**src/rtl/deser_field.sv**
```systemverilog
// rtl/deser_field.sv - decode one scalar protobuf field from DRAM and store it into the object
// Purpose: fetches 16 bytes at src_addr over the 8-lane DRAM port (two reads), decodes tag and
//          scalar payload (varint, zigzag, fixed32, fixed64), then writes the value to dst_addr.
// Ports:   clk/reset (sync, active-low); en/ready request handshake; src_addr, dst_addr,
//          exp_field_id, field_type describe the entry; done pulses with error, err_code,
//          bytes_consumed, next_src_addr; dram_* is the shared 8-lane byte port.
module deser_field #(
  parameter int MAX_TAG_BYTES = 5,
  parameter int MAX_VAL_BYTES = 10
) (
  input  logic             clk,
  input  logic             reset,
  input  logic             en,
  input  logic [63:0]      src_addr,
  input  logic [63:0]      dst_addr,
  input  logic [28:0]      exp_field_id,
  input  logic [4:0]       field_type,
  output logic             ready,
  output logic             done,
  output logic             error,
  output logic [1:0]       err_code,
  output logic [3:0]       bytes_consumed,
  output logic [63:0]      next_src_addr,
  output logic [7:0]       dram_en,
  output logic             dram_rdwr,
  output logic [7:0][63:0] dram_addr,
  output logic [7:0][7:0]  dram_data_out,
  input  logic [7:0][7:0]  dram_data_in,
  input  logic [7:0]       dram_valid
);
  localparam int TAG_W = 7 * MAX_TAG_BYTES;

  typedef enum logic [3:0] {
    S_IDLE, S_RD0, S_RDW0, S_RD1, S_RDW1, S_DECODE, S_WR, S_WRW, S_DONE
  } state_t;

  state_t state_q, state_d;

  logic [63:0]      src_q, dst_q;
  logic [28:0]      exp_q;
  logic [4:0]       type_q;
  logic [15:0][7:0] buf_q;
  logic [63:0]      value_q;
  logic [7:0]       mask_q;
  logic [1:0]       code_q;
  logic [3:0]       cons_q;

  logic [TAG_W-1:0] tag_acc;
  logic             tag_ok;
  logic [3:0]       tag_len;
  logic [63:0]      var_acc;
  logic             var_ok;
  logic [3:0]       var_len;
  logic [7:0]       cur;
  logic [63:0]      fix_val;
  logic [2:0]       wire_t, want_wire;
  logic             type_ok;
  logic [3:0]       pay_len;
  logic [63:0]      raw;
  logic [31:0]      u32;
  logic [63:0]      dec_value;
  logic [7:0]       dec_mask;
  logic [1:0]       dec_code;
  logic [3:0]       dec_cons;

  // Decode is purely combinational from the 16 captured bytes; it is only consumed in S_DECODE.
  always_comb begin
    tag_acc = '0;
    tag_ok  = 1'b0;
    tag_len = '0;
    for (int i = 0; i < MAX_TAG_BYTES; i++) begin
      if (!tag_ok) begin
        tag_acc = tag_acc | (TAG_W'(buf_q[i][6:0]) << (7 * i));
        if (!buf_q[i][7]) begin
          tag_ok  = 1'b1;
          tag_len = 4'(i + 1);
        end
      end
    end

    // Groups past bit 63 fall off the 64-bit accumulator by the shift itself.
    var_acc = '0;
    var_ok  = 1'b0;
    var_len = '0;
    cur     = '0;
    for (int k = 0; k < MAX_VAL_BYTES; k++) begin
      cur = buf_q[tag_len + 4'(k)];
      if (!var_ok) begin
        var_acc = var_acc | (64'(cur[6:0]) << (7 * k));
        if (!cur[7]) begin
          var_ok  = 1'b1;
          var_len = 4'(k + 1);
        end
      end
    end

    fix_val = '0;
    for (int k = 0; k < 8; k++) fix_val[8*k +: 8] = buf_q[tag_len + 4'(k)];

    wire_t    = tag_acc[2:0];
    type_ok   = 1'b1;
    want_wire = 3'd0;
    case (type_q)
      5'd3, 5'd4, 5'd5, 5'd8, 5'd13, 5'd14, 5'd17, 5'd18: want_wire = 3'd0;
      5'd1, 5'd6, 5'd16:                                  want_wire = 3'd1;
      5'd2, 5'd7, 5'd15:                                  want_wire = 3'd5;
      default:                                            type_ok   = 1'b0;
    endcase

    case (wire_t)
      3'd0:    pay_len = var_len;
      3'd1:    pay_len = 4'd8;
      3'd5:    pay_len = 4'd4;
      default: pay_len = 4'd0;
    endcase
    dec_cons = tag_len + pay_len;

    if (!tag_ok || (wire_t == 3'd0 && !var_ok))
      dec_code = 2'd3;
    else if (tag_acc[TAG_W-1:3] != (TAG_W-3)'(exp_q))
      dec_code = 2'd1;
    else if (!type_ok || wire_t != want_wire)
      dec_code = 2'd2;
    else
      dec_code = 2'd0;

    raw       = (wire_t == 3'd0) ? var_acc : fix_val;
    u32       = raw[31:0];
    dec_value = raw;
    dec_mask  = 8'hFF;
    case (type_q)
      5'd8: begin
        dec_value = {63'd0, |raw};
        dec_mask  = 8'h01;
      end
      5'd17: begin
        dec_value = {32'd0, (u32 >> 1) ^ (32'd0 - {31'd0, u32[0]})};
        dec_mask  = 8'h0F;
      end
      5'd18: dec_value = (raw >> 1) ^ (64'd0 - {63'd0, raw[0]});
      5'd2, 5'd5, 5'd7, 5'd13, 5'd14, 5'd15: begin
        dec_value = {32'd0, u32};
        dec_mask  = 8'h0F;
      end
      default: ;
    endcase
  end

  always_ff @(posedge clk) begin
    if (!reset) state_q <= S_IDLE;
    else        state_q <= state_d;
  end

  always_comb begin
    state_d = state_q;
    case (state_q)
      S_IDLE:   if (en) state_d = S_RD0;
      S_RD0:    state_d = S_RDW0;
      S_RDW0:   if (dram_valid == 8'hFF) state_d = S_RD1;
      S_RD1:    state_d = S_RDW1;
      S_RDW1:   if (dram_valid == 8'hFF) state_d = S_DECODE;
      S_DECODE: state_d = (dec_code == 2'd0) ? S_WR : S_DONE;
      S_WR:     state_d = S_WRW;
      S_WRW:    if ((dram_valid & mask_q) == mask_q) state_d = S_DONE;
      S_DONE:   state_d = S_IDLE;
      default:  state_d = S_IDLE;
    endcase
  end

  always_ff @(posedge clk) begin
    if (!reset) begin
      src_q   <= '0;
      dst_q   <= '0;
      exp_q   <= '0;
      type_q  <= '0;
      buf_q   <= '0;
      value_q <= '0;
      mask_q  <= '0;
      code_q  <= '0;
      cons_q  <= '0;
    end else begin
      if (state_q == S_IDLE && en) begin
        src_q  <= src_addr;
        dst_q  <= dst_addr;
        exp_q  <= exp_field_id;
        type_q <= field_type;
      end
      if (state_q == S_RDW0 && dram_valid == 8'hFF) buf_q[7:0]  <= dram_data_in;
      if (state_q == S_RDW1 && dram_valid == 8'hFF) buf_q[15:8] <= dram_data_in;
      if (state_q == S_DECODE) begin
        value_q <= dec_value;
        mask_q  <= dec_mask;
        code_q  <= dec_code;
        cons_q  <= dec_cons;
      end
    end
  end

  always_comb begin
    ready          = (state_q == S_IDLE);
    done           = (state_q == S_DONE);
    error          = done && (code_q != 2'd0);
    err_code       = done ? code_q : 2'd0;
    bytes_consumed = done ? cons_q : 4'd0;
    next_src_addr  = done ? (src_q + 64'(cons_q)) : 64'd0;
    dram_en        = '0;
    dram_rdwr      = 1'b0;
    dram_addr      = '0;
    dram_data_out  = '0;
    case (state_q)
      S_RD0: begin
        dram_en = 8'hFF;
        for (int i = 0; i < 8; i++) dram_addr[i] = src_q + 64'(i);
      end
      S_RD1: begin
        dram_en = 8'hFF;
        for (int i = 0; i < 8; i++) dram_addr[i] = src_q + 64'(8 + i);
      end
      S_WR: begin
        dram_en   = mask_q;
        dram_rdwr = 1'b1;
        for (int i = 0; i < 8; i++) begin
          dram_addr[i]     = dst_q + 64'(i);
          dram_data_out[i] = value_q[8*i +: 8];
        end
      end
      S_WRW:   dram_rdwr = 1'b1;
      default: ;
    endcase
  end
endmodule

```
**config.mk**
```make
export PLATFORM = sky130hd
export DESIGN_NAME = deser_field
export DESIGN_NICKNAME = d
export VERILOG_FILES = /design/src/rtl/deser_field.sv
export SDC_FILE = /design/constraint.sdc
export NUM_CORES = 2
export LEC_CHECK = 0
export BUFFER_PORTS_ARGS = -buffer_cell sky130_fd_sc_hd__buf_2
export CAP_MARGIN = 20
export CORE_AREA = 4 4 345 347
export DETAILED_ROUTE_END_ITERATION = 16
export DIE_AREA = 0 0 349 351
export GPL_ROUTABILITY_DRIVEN = 0
export PLACE_DENSITY_LB_ADDON = 0.15
export SLEW_MARGIN = 0
export SYNTH_ARGS = -nofsm -noshare
export SYNTH_HDL_FRONTEND = slang
export SYNTH_SLANG_ARGS = --single-unit
```
**constraint.sdc**
```tcl
create_clock -name clk -period 10.89 [get_ports clk]
set_input_delay 0.5445 -clock clk [delete_from_list [all_inputs] [get_ports clk]]
set_output_delay 0.5445 -clock clk [all_outputs]
set_load 0.005 [all_outputs]
```
Word-level counts from Yosys, hierarchy flattened
Cells that the tools add are included.

cells by class
  $add $sub $neg = 35
  $lt $le $gt $ge = 10
  eq/ne operators = 32
  muxes and demuxes = 111
  bitwise gates (word level) = 16
  reduce and logical (&&, ||, !) cells = 23

operators with widths
  operator                 count
  $pmux W512 S3            1
  $mux W64                 11
  $add A64 B3 Y64 const B  8
  $add A64 B4 Y64 const B  8
  $bmux W8 S4              10
  $add A64 B2 Y64 const B  4
  $pmux W64 S4             1
  $mux W35                 4
  $add A64 B1 Y64 const B  2
  $mux W4                  31
  $mux W8                  10
  $add A64 B4 Y64          1
  $or A64 B21 Y64          1
  $or A64 B28 Y64          1
  $or A64 B35 Y64          1
  $or A64 B42 Y64          1
  $or A64 B49 Y64          1
  $or A64 B56 Y64          1
  $or A64 B63 Y64          1
  $or A64 B64 Y64          1
  $reduce_or A64 Y1        1
  $xor A63 B64 Y64         1
  $lt A4 B5 Y1 const B     10
  $or A35 B21 Y35          1
  47 further kinds         115

storage, ports and cells
  flip-flop bits (word level) = 372
  output and inout bits = 658

Longest topological paths before layout
  depth after elaboration = 34
  depth in mapped cells = 27

Worst setup path after synthesis
Ideal clock, no wire load.

  kind = register -> register
  start point = register buf_q[15] (netlist name)
  end point = register cons_q[3]
  library setup time = 70 ps
  arrival time = 5720 ps
  path slack = 5100 ps
  stages on the path, launching flop included = 24
  cells stage by stage = dfxtp_1 > clkbuf_1 > nand3_1 > nor2_1 > clkbuf_1 > clkbuf_1 > clkbuf_1 > ha_1 > clkbuf_1 > inv_1 > a311oi_1 > a21oi_1 > and3_1 > o31ai_1 > nor4_1 > clkbuf_1 > a311o_1 > a21oi_1 > ha_1 > a21o_1 > a21oi_1 > nor3_1 > nand3b_1 > a21oi_1

on the way
  longest elaborated chain between the ends = 31
  elaborated cells on any way between the ends = 87

RTL lines
  element               RTL line  text
  from (decl)           42        logic [15:0][7:0] buf_q;
  $mux W2               74        if (!buf_q[i][7]) begin
  $mux W4               72        if (!tag_ok) begin
  $mux W4               74
  $mux W4               72
  $mux W4               74
  $mux W4               72
  $mux W4               74
  $mux W4               72
  [... 15 more ...]     --
  $mux W4               90        if (!cur[7]) begin
  $mux W4               88        if (!var_ok) begin
  $mux W4               90
  $mux W4               88
  $mux W4               90
  $mux W4               88
  $pmux W4 S3           110       case (wire_t)
  $add A4 B4 Y4 *       116       dec_cons = tag_len + pay_len;
  to (signal assigned)  194       cons_q <= dec_cons;
  to (decl)             46        logic [3:0] cons_q;

Every way passes the cells marked *; elsewhere a longest branch is shown, timed or not. The select of a mux whose other input is x is not followed.
A chain may end at the register's enable or synchronous reset.

==> reports/results.tsv <==
metric	value	unit
die_w	349	um
crit_slowest_cell	nor4_2	
syn_avg_cell_area	6.848	um^2
r2r_slack	4110	ps
synth.top_cell.area_share	0.1712	
relSlewSlack	0.08878	
htreeDepth	2	
wl_per_cell	33.76	um
hold_viol_final	0	
ys_warn_count	0	
grt_pass1_vias	49400	
startpoint_type	register	
fmax	0.1265	GHz
grt_util_all_layers	0.4373	
grt-ovfl-total	0	
cts_tree	built	
post-place-ws	3963	ps
vias	54390	
synth-seq-cells	367	
rsz0062_at_grt	false	
cts-buffers-inserted	42	
fin_skew	41.65	ps
antenna_found_initial	73	
clock_latency	630	ps
drv_slew	0	
cp-end-kind	primary output	
cts_hold_buf	0	
core	0.1159	mm^2
setup_viol	0	
worst_ep_required_time	10350	ps
status	finished, final reports clean	
maxCapViolCount	0	
slowest_delay	1060	ps
path_common_cell	nor4_2	
synth_area	0.04291	mm^2
drt-initial-drc-count	8838	
worst_pin_slew	1354	ps
leakagePower	17.09	nW
hp-class	input port to register	
start_util	0.3703	
areaGrowthSynthToFinish	16.98	%
async_flop_share	0	
drt_wl_total	283900	um
hold_ws	154.4	ps
final.setup.tns	0	ps
layout_worst_path_cycle_share	0.7259	
grt_pass1_wl	386600	um
ys_types	97	
yosys.area.top_type	dfxtp_1	
synth_edf_count	0	
fin_util	0.4332	
root_buffer	clkbuf_16	
firstDrtPassIters	10	
crit_family	simple AND/OR/NAND/NOR gates	
yosysMostFrequentCell	nand2_1	
cp_cell_sequence	and4bb_4, buf_12, mux2i_2, nor4_2, nand3_1, or3_1, nor4_2, nand2b_1, nor2_1, xor2_1, o22ai_1, buf_2	
crit_buf_inv	2	
synth_ff_type	dfxtp_1	
rows	125	
grt_max_degree	191	
vias_per_cell	6.467	
syn_nets	6541	
ant_nets	0	
synth_common_cells	nand2_1 (1,245), nor2_1 (603), xnor2_1 (562), xor2_1 (469), o22ai_1 (437)	
crit_fanout	120	
p_per_area	107.2	mW/mm^2
dieHeight	351	um
synth-seq-area-share	0.1712	
route.detailed.drc	0	
port_buffers	894	
dieArea	0.1225	mm^2
ctsResizeCount	0	
crit_type	register to primary output	
arrival	7360	ps
ios	895	
cts_buffer_depth	3	
synth_cells	6267	
fin_ws	2985	ps
clk_pin_slew	70	ps
yosys-top-cells-area	dfxtp_1 (17%), xnor2_1 (11%), nand2_1 (11%), xor2_1 (9.6%), o22ai_1 (6.4%)	
finalCriticalPeriod	7905	ps
drive_gt1_frac	0.2032	
cts_setup_buffers	0	
dp_hpwl	221000	um
cts_sinks	367	
ir_drop	110.2	uV
nets	7098	
-- layout make-up --
cell class	count	area, um^2
Antenna cell	30	75.07
Multi-Input combinational cell	5250	33160
Timing Repair Buffer	1093	6007
Fill cell	12570	65690
Inverter	70	272.8
Clock buffer	55	1180
Clock inverter	22	254.0
Tap cell	1524	1907
Sequential cell	367	7347
-- power breakdown --
group / internal, mW / switching [mW]
Combinational: 0.687 / 1.60
Sequential: 1.43 / 0.140
Clock: 0.849 / 0.670
Total: 2.97 / 2.41
-- routing by layer --
| layer | part of all wire | wire length [um] | GRT usage | up-vias |
|---|---|---|---|---|
| li1 | - | - | - | 22810 |
| met3 | 0.15 | 42170 | 0.1864 | 1373 |
| met1 | 0.34 | 97510 | 0.5027 | 25480 |
| met5 | 0.0013 | 369 | 0.007064 | - |
| met4 | 0.10 | 29110 | 0.3436 | 52 |
| met2 | 0.40 | 114800 | 0.6366 | 4681 |
-- tightest hold or removal path, stage by stage --
cell and delay, ps:
buf_2 90, nand2_1 40, a21oi_1 50
-- cells in the final DEF (no fill, tap or decap), drive strengths merged, types with 10 or more instances in the layout --
cell type  netlist  layout
a211oi          12      12
a21boi          22      22
a21o            11      11
a21oi          381     381
a221oi          19      19
a22o            15      15
a22oi           56      56
a311oi          10      10
a31oi           32      32
and2           105     105
and3            38      38
buf            161    1084
clkbuf         419      64
clkinv           3      13
dfxtp          367     367
diode            0      30
ha              35      35
inv             67      71
mux2i          155     155
mux4            88      88
nand2         1245    1245
nand2b          24      24
nand3          152     152
nand3b          11      11
nand4           62      62
nor2           607     607
nor2b           20      20
nor3           166     166
nor4            65      65
o211a           16      16
o211ai          16      16
o21ai          172     172
o221ai          33      33
o22ai          437     437
or2             41      41
or3             53      53
xnor2          562     562
xor2           469     469
-- path summary, 6_finish.rpt --
path                start              to  cells past startpoint
max reg2reg      buf_q[7]       cons_q[3]                     20
max            state_q[1]  dram_addr[184]                     12
min          src_addr[13]       src_q[13]                      3
min reg2reg     dst_q[62]       dst_q[62]                      2
-- registers in the layout (all words and copies together), names as in the netlist --
signal,count
buf_q,128
dst_q,64
src_q,64
value_q,64
exp_q,29
type_q,5
cons_q,4
state_q,4
mask_q,3
code_q,2
-- stage by stage --
stage               total power [mW]  std cells  instance area, um^2
finish                         5.380       8411                50200
global route                   5.478       8390                50150
CTS                            5.246       8365                49980
detailed placement             3.726       8288                48550
global placement               3.719       8285                48540
floorplan                      2.781       6267                42910
-- logic make-up (layout without fill, tap and decap cells) --
kind of cell,after synthesis,in the layout,share of synthesized area
XOR/XNOR,1031,1031,0.2104
AO/OA/AOI/OAI,1304,1304,0.1879
buffers and inverters,650,1240,0.06219
adder cells (fa/ha/maj),37,37,0.01114
other,0,30,0
flip-flops,367,367,0.1712
AND/OR/NAND/NOR,2630,2630,0.2732
multiplexers,248,248,0.08391
Power figures use the tool's default switching activity.
